==> config.mk <==
export PLATFORM = sky130hd
export DESIGN_NAME = bit_serial_alu_ctrl_flat
export DESIGN_NICKNAME = d
export VERILOG_FILES = /design/src/rtl/bit_serial_alu_ctrl_pkg.sv /design/src/rtl/bit_serial_alu_ctrl_if.sv /design/src/rtl/bit_serial_alu_ctrl_slice.sv /design/src/rtl/bit_serial_alu_ctrl.sv /design/src/flat_wrapper.sv
export SDC_FILE = /design/constraint.sdc
export NUM_CORES = 1
export LEC_CHECK = 0
export ABC_AREA = 1
export CORE_ASPECT_RATIO = 0.6
export CORE_UTILIZATION = 55
export CTS_BUF_LIST = sky130_fd_sc_hd__clkbuf_4 sky130_fd_sc_hd__clkbuf_8 sky130_fd_sc_hd__clkbuf_16
export CTS_CLUSTER_DIAMETER = 30
export DETAILED_ROUTE_END_ITERATION = 7
export PLACE_DENSITY = 0.82
export SYNTH_ARGS = -nofsm -noshare
export SYNTH_HDL_FRONTEND = slang
export SYNTH_SLANG_ARGS = --single-unit
==> constraint.sdc <==
create_clock -name clk -period 5.2 [get_ports clk]
set_input_delay 0.52 -clock clk [delete_from_list [all_inputs] [get_ports clk]]
set_output_delay 0.52 -clock clk [all_outputs]
set_load 0.1 [all_outputs]
==> src/rtl/bit_serial_alu_ctrl_pkg.sv <==
// Shared definitions for the bit-serial ALU controller:
// op codes, FSM states and the 1-bit slice control decode.
package alu_ctrl_pkg;

    localparam logic [2:0] OP_AND = 3'b000;
    localparam logic [2:0] OP_OR  = 3'b001;
    localparam logic [2:0] OP_ADD = 3'b010;
    localparam logic [2:0] OP_SUB = 3'b110;
    localparam logic [2:0] OP_NOR = 3'b100;

    typedef enum logic [1:0] {
        IDLE,
        RUN,
        DONE
    } state_t;

    typedef struct packed {
        logic       ainv;
        logic       binv;
        logic [1:0] op;
    } slice_ctrl_t;

    function automatic slice_ctrl_t slice_ctrl(
        input logic [2:0] op
    );
        slice_ctrl_t c;
        c.ainv = op[2] & ~op[1];
        c.binv = op[2];
        c.op   = {op[1], op[0] & ~op[1]};
        return c;
    endfunction

    function automatic logic op_legal(input logic [2:0] op);
        return (op == OP_AND) || (op == OP_OR) ||
               (op == OP_ADD) || (op == OP_SUB) ||
               (op == OP_NOR);
    endfunction

    function automatic logic op_arith(input logic [2:0] op);
        return (op == OP_ADD) || (op == OP_SUB);
    endfunction

endpackage

==> src/rtl/bit_serial_alu_ctrl_if.sv <==
// Request/result bundle between a requester and
// the bit-serial ALU controller.
interface bit_serial_alu_ctrl_if #(
    parameter int WIDTH = 8
);
    logic             start_i;
    logic [2:0]       op_i;
    logic [WIDTH-1:0] a_i;
    logic [WIDTH-1:0] b_i;
    logic             busy_o;
    logic             done_o;
    logic [WIDTH-1:0] result_o;
    logic             cout_o;
    logic             zero_o;
    logic             ovf_o;
    logic             err_o;

    modport master (
        output start_i, op_i, a_i, b_i,
        input  busy_o, done_o, result_o,
        input  cout_o, zero_o, ovf_o, err_o
    );

    modport slave (
        input  start_i, op_i, a_i, b_i,
        output busy_o, done_o, result_o,
        output cout_o, zero_o, ovf_o, err_o
    );
endinterface

==> src/rtl/bit_serial_alu_ctrl_slice.sv <==
// 1-bit ALU slice: optional operand inversion,
// then AND / OR / full-adder sum selection.
module alu_slice
    import alu_ctrl_pkg::*;
(
    input  logic       i_ainv,
    input  logic       i_binv,
    input  logic       i_cin,
    input  logic [1:0] i_op,
    input  logic       i_a,
    input  logic       i_b,
    output logic       o_result,
    output logic       o_cout
);
    logic w_a;
    logic w_b;

    assign w_a = i_a ^ i_ainv;
    assign w_b = i_b ^ i_binv;

    // select the slice function and form the carry
    always_comb begin
        o_result = 1'b0;
        o_cout   = (w_a & w_b) | (w_a & i_cin) | (w_b & i_cin);
        unique case (i_op)
            2'b00:   o_result = w_a & w_b;
            2'b01:   o_result = w_a | w_b;
            2'b10:   o_result = w_a ^ w_b ^ i_cin;
            default: o_result = 1'b0;
        endcase
    end
endmodule

==> src/rtl/bit_serial_alu_ctrl.sv <==
// Bit-serial ALU controller: one slice, LSB first,
// one bit per cycle, three-state IDLE/RUN/DONE FSM.
module bit_serial_alu_ctrl
    import alu_ctrl_pkg::*;
#(
    parameter int WIDTH = 8
) (
    input logic                 clk,
    input logic                 rst_n,
    bit_serial_alu_ctrl_if.slave bus
);
    localparam int IW = (WIDTH > 1) ? $clog2(WIDTH) : 1;

    state_t           r_state;
    state_t           w_next;
    logic [IW-1:0]    r_idx;
    logic             r_carry;
    logic             r_cmsb;
    logic [2:0]       r_op;
    logic [WIDTH-1:0] r_a;
    logic [WIDTH-1:0] r_b;
    logic [WIDTH-1:0] r_sh;
    logic [WIDTH-1:0] r_res;
    logic             r_done;
    logic             r_cout;
    logic             r_zero;
    logic             r_ovf;
    logic             r_err;
    slice_ctrl_t      w_ctrl;
    slice_ctrl_t      w_start_ctrl;
    logic             w_accept;
    logic             w_last;
    logic             w_res;
    logic             w_cout;
    logic             w_legal;
    logic             w_arith;

    assign w_ctrl       = slice_ctrl(r_op);
    assign w_start_ctrl = slice_ctrl(bus.op_i);
    assign w_accept     = (r_state == IDLE) & bus.start_i;
    assign w_last       = (r_idx == IW'(WIDTH - 1));
    assign w_legal      = op_legal(r_op);
    assign w_arith      = op_arith(r_op);

    alu_slice u_slice (
        .i_ainv   (w_ctrl.ainv),
        .i_binv   (w_ctrl.binv),
        .i_cin    (r_carry),
        .i_op     (w_ctrl.op),
        .i_a      (r_a[r_idx]),
        .i_b      (r_b[r_idx]),
        .o_result (w_res),
        .o_cout   (w_cout)
    );

    // state register
    always_ff @(posedge clk or negedge rst_n) begin
        if (!rst_n) r_state <= IDLE;
        else        r_state <= w_next;
    end

    // next-state decode
    always_comb begin
        w_next = r_state;
        unique case (r_state)
            IDLE:    if (bus.start_i) w_next = RUN;
            RUN:     if (w_last) w_next = DONE;
            DONE:    w_next = IDLE;
            default: w_next = IDLE;
        endcase
    end

    // operand latch, serial datapath and result capture
    always_ff @(posedge clk or negedge rst_n) begin
        if (!rst_n) begin
            r_idx   <= '0;
            r_carry <= 1'b0;
            r_cmsb  <= 1'b0;
            r_op    <= '0;
            r_a     <= '0;
            r_b     <= '0;
            r_sh    <= '0;
            r_res   <= '0;
            r_done  <= 1'b0;
            r_cout  <= 1'b0;
            r_zero  <= 1'b1;
            r_ovf   <= 1'b0;
            r_err   <= 1'b0;
        end else begin
            r_done <= (r_state == DONE);
            if (w_accept) begin
                r_a     <= bus.a_i;
                r_b     <= bus.b_i;
                r_op    <= bus.op_i;
                r_idx   <= '0;
                r_carry <= w_start_ctrl.binv;
            end
            if (r_state == RUN) begin
                r_sh    <= {w_res, r_sh[WIDTH-1:1]};
                r_carry <= w_cout;
                if (w_last) r_cmsb <= r_carry;
                else        r_idx  <= r_idx + IW'(1);
            end
            if (r_state == DONE) begin
                r_res  <= w_legal ? r_sh : '0;
                r_zero <= w_legal ? (r_sh == '0) : 1'b1;
                r_cout <= w_arith & r_carry;
                r_ovf  <= w_arith & (r_cmsb ^ r_carry);
                r_err  <= ~w_legal;
            end
        end
    end

    assign bus.busy_o   = (r_state != IDLE);
    assign bus.done_o   = r_done;
    assign bus.result_o = r_res;
    assign bus.cout_o   = r_cout;
    assign bus.zero_o   = r_zero;
    assign bus.ovf_o    = r_ovf;
    assign bus.err_o    = r_err;
endmodule

==> src/flat_wrapper.sv <==
// flat-port wrapper written by rule: the top's interface ports become plain ports
module bit_serial_alu_ctrl_flat import alu_ctrl_pkg::*;
#(
    parameter int WIDTH = 8
)
  (clk, rst_n, bus_start_i, bus_op_i, bus_a_i, bus_b_i, bus_busy_o, bus_done_o, bus_result_o, bus_cout_o, bus_zero_o, bus_ovf_o, bus_err_o);
  bit_serial_alu_ctrl_if #(.WIDTH(WIDTH)) bus_i ();
  input logic clk;
  input logic rst_n;
  input wire logic [$bits(bus_i.start_i)-1:0] bus_start_i;
  input wire logic [$bits(bus_i.op_i)-1:0] bus_op_i;
  input wire logic [$bits(bus_i.a_i)-1:0] bus_a_i;
  input wire logic [$bits(bus_i.b_i)-1:0] bus_b_i;
  output wire logic [$bits(bus_i.busy_o)-1:0] bus_busy_o;
  output wire logic [$bits(bus_i.done_o)-1:0] bus_done_o;
  output wire logic [$bits(bus_i.result_o)-1:0] bus_result_o;
  output wire logic [$bits(bus_i.cout_o)-1:0] bus_cout_o;
  output wire logic [$bits(bus_i.zero_o)-1:0] bus_zero_o;
  output wire logic [$bits(bus_i.ovf_o)-1:0] bus_ovf_o;
  output wire logic [$bits(bus_i.err_o)-1:0] bus_err_o;
  assign bus_i.start_i = bus_start_i;
  assign bus_i.op_i = bus_op_i;
  assign bus_i.a_i = bus_a_i;
  assign bus_i.b_i = bus_b_i;
  assign bus_busy_o = bus_i.busy_o;
  assign bus_done_o = bus_i.done_o;
  assign bus_result_o = bus_i.result_o;
  assign bus_cout_o = bus_i.cout_o;
  assign bus_zero_o = bus_i.zero_o;
  assign bus_ovf_o = bus_i.ovf_o;
  assign bus_err_o = bus_i.err_o;
  bit_serial_alu_ctrl #(.WIDTH(WIDTH)) u_core (.clk(clk), .rst_n(rst_n), .bus(bus_i));
endmodule
==> results.md <==
- Total via count in the routed design: 1705
- Ys flop type: dfrtp_1
- Final hold viol count: 0
- Detailed-route DRC error count: 0
- Synth async-reset ratio: 100%
- Row count: 17
- Final instance area: 2590 sq um
- Max FO, Critical Path: 3
- Synth top area share: 54.0%
- Iter 0 DRT Violations: 141
- Final WL: 4420 um
- Final worst setup slack: 2690 ps
- Placed cells: 321
- Commonest non-fill, non-tap cell in the layout: nand2_1
- Vias per std cell: 5.18
- Reg clk slew, reported paths: 80 ps
- Startpoint Class: flop
- Endpoint class of the critical path: primary output
- Worst-Skew Late Latency: 290 ps
- Drt first pass iters: 4
- Syn. warnings: 0
- Cell taking the most area after synthesis: dfrtp_1
- First-pass GRT wire length: 7090 um
- Placed cell area: 2490 sq um
- Diode count: 0
- PwrDens: 701 nW/um^2
- Crit path time final: 2510 ps
- Crit path cell chain: inv_2, nand2_1, clkdlybuf4s50_1
- Synth Instances: 246
- Tot Pwr: 1.82 mW
- Register area share after synthesis: 55.2%
- Post-cts repair resize count: 0
- Layout Cells excl Fill: 329
- VDD IR max: 458 uV
- Number of global-route vias before repair: 1485
- Clock Sinks: 47
- Crit-path max cell delay: 1120 ps
- Number of port buffers: 35
- Clock Tree Buf Depth: 2
- Layout cell share with drive strength beyond 1: 7.45%
- Mapped Nets: 273
- Setup Skew: 3.25 ps
- H-tree levels: 2
- Final setup violating endpoints: 0
- Setup repair after global routing missed its margin: no
- CP max-delay cell: clkdlybuf4s50_1
- Pin count of the biggest net entering global routing: 48
- Most frequent cells in the layout: 83 x nand2_1, 46 x dfrtp_1, 34 x clkdlybuf4s50_1
- Final net count: 308
- Initial antenna violation count: 0
- Placer Congestion: 0.854
- Die Footprint: 4140 sq um
- Synth area leaders: dfrtp_1 54%, nand2_1 15%, o21ai_0 6.6%
- Maximum clock rate: 398 MHz
- Fin crit share: 48.3%
- ANT nets after route: 0
- Status: finished clean
- Leak: 1.25 nW
- Number of synthesized register bits: 47
- CTS Buf Count: 5
- Gr usage total: 24.1%
- DIE HEIGHT: 50.2 um
- Dpl ws: 3010 ps
- Slew headroom: 31.3%
- Area growth from synthesis to layout: 21.5%
- I/O pins: 36
- Worst hold path type: input pin to async pin
- Worst-Margin Slew: 1030 ps
- WS Path Type: flop to primary output
- Post-synthesis cell area: 2130 sq um
- Core area: 3680 sq um
- Die width: 82.4 um
- Syn avg cell area: 8.67 sq um
- CP required: 4680 ps
- Arr. time, crit path: 1990 ps
- MaxCap Viol Count: 0
- Max-slew violations: 0
- Total gr overflow: 0
- Post-CTS Hold Buffers: 0
- Setup TNS: 0 ps
- Starting Density: 58.0%
- Routed WL per cell: 13.4 um
- Root Driver: clkbuf_8
- Post-DP HPWL: 3120 um
- CTS tree: done
- Post-synth EDFFs: 0
- # Post-CTS Setup Buffers: 0
- Post-synth cell types: 24
==> synthesized netlist by cell type (3+ instances only) <==
| library cell | number |
|---|---|
| o21ai_0 | 28 |
| buf_4 | 3 |
| buf_2 | 3 |
| o21ai_1 | 6 |
| nand2_1 | 83 |
| nor2_1 | 7 |
| dfrtp_1 | 46 |
| nand3_1 | 20 |
| inv_1 | 25 |
| ha_1 | 4 |
| inv_2 | 4 |
==> flip-flops by register name (all words and copies together), names as in the netlist <==
| name | cells |
|---|---|
| u_core.r_idx | 3 |
| u_core.r_cmsb | 1 |
| u_core.r_state | 2 |
| u_core.r_carry | 1 |
| u_core.bus.cout_o | 1 |
| u_core.bus.zero_o | 1 |
| u_core.r_a | 8 |
| u_core.r_op | 3 |
| u_core.bus.done_o | 1 |
| u_core.r_b | 8 |
| u_core.bus.ovf_o | 1 |
| u_core.r_sh | 8 |
| u_core.bus.err_o | 1 |
| u_core.bus.result_o | 8 |
==> layout make-up <==
| class | instances | area [sq um] |
|---|---|---|
| inverters | 30 | 115 |
| flip-flops and latches | 47 | 1180 |
| well taps | 47 | 58.8 |
| fillers | 302 | 1090 |
| clock buffers | 8 | 104 |
| repair buffers | 35 | 345 |
| multi-input cells | 162 | 792 |
==> routing by layer <==
layer | vias to the layer above | GRT usage (%) | wire length [um]
met3 | 9 | 5.27 | 275
li1 | 842 | - | -
met1 | 788 | 38.9 | 2300
met4 | 0 | 8.77 | 69
met5 | - | 0 | 0
met2 | 66 | 31.0 | 1780
==> critical path, delay by kind of cell, from the launching register on <==
family | cells | cell delay, ps
buffers and inverters | 2 | 1200
flip-flops | 1 | 420
AND/OR/NAND/NOR | 1 | 70
==> through the flow <==
stage / hold slack (ps) / utilization (%)
after floorplan: 224 / -
after global placement: 463 / 67.6
after detailed placement: 466 / 67.6
after CTS: 422 / 70.5
after global routing: 471 / 70.5
final: 401 / 70.5
==> power by group <==
| group | switching, mW | leakage, nW | internal, mW |
|---|---|---|---|
| Combinational | 0.670 | 0.608 | 0.273 |
| Sequential | 0.107 | 0.591 | 0.526 |
| Clock | 0.114 | 0.0549 | 0.127 |
==> cells by family (layout without fill, tap and decap cells) <==
kind of cell | count (synthesis) | in the layout | share of synthesized area, %
AOI/OAI and AO/OA | 38 | 38 | 9.27
xor gates and xnor gates | 1 | 1 | 0.411
adders and majority gates | 5 | 5 | 3.28
buffers and inverters | 37 | 73 | 7.68
DFF | 47 | 47 | 55.2
and+or+nand+nor | 118 | 118 | 24.2
==> path summary, 6_finish.rpt <==
check | startpoint | end | slack [ps] | cells past startpoint
min in group clk | u_core.r_sh[2] | u_core.r_sh[1] | 480 | 2
worst min register to register | u_core.r_sh[2] | u_core.r_sh[1] | 480 | 2
worst max register to register | u_core.r_idx[0] | u_core.r_sh[7] | 3040 | 10
max in group asynchronous | rst_n | u_core.r_idx[2] | 4170 | 1
worst max-delay path | u_core.r_state[0] | bus_busy_o | 2690 | 3
worst min-delay path | rst_n | u_core.bus.result_o[3] | 400 | 1
No activity file was read; power rests on OpenSTA's default activity.
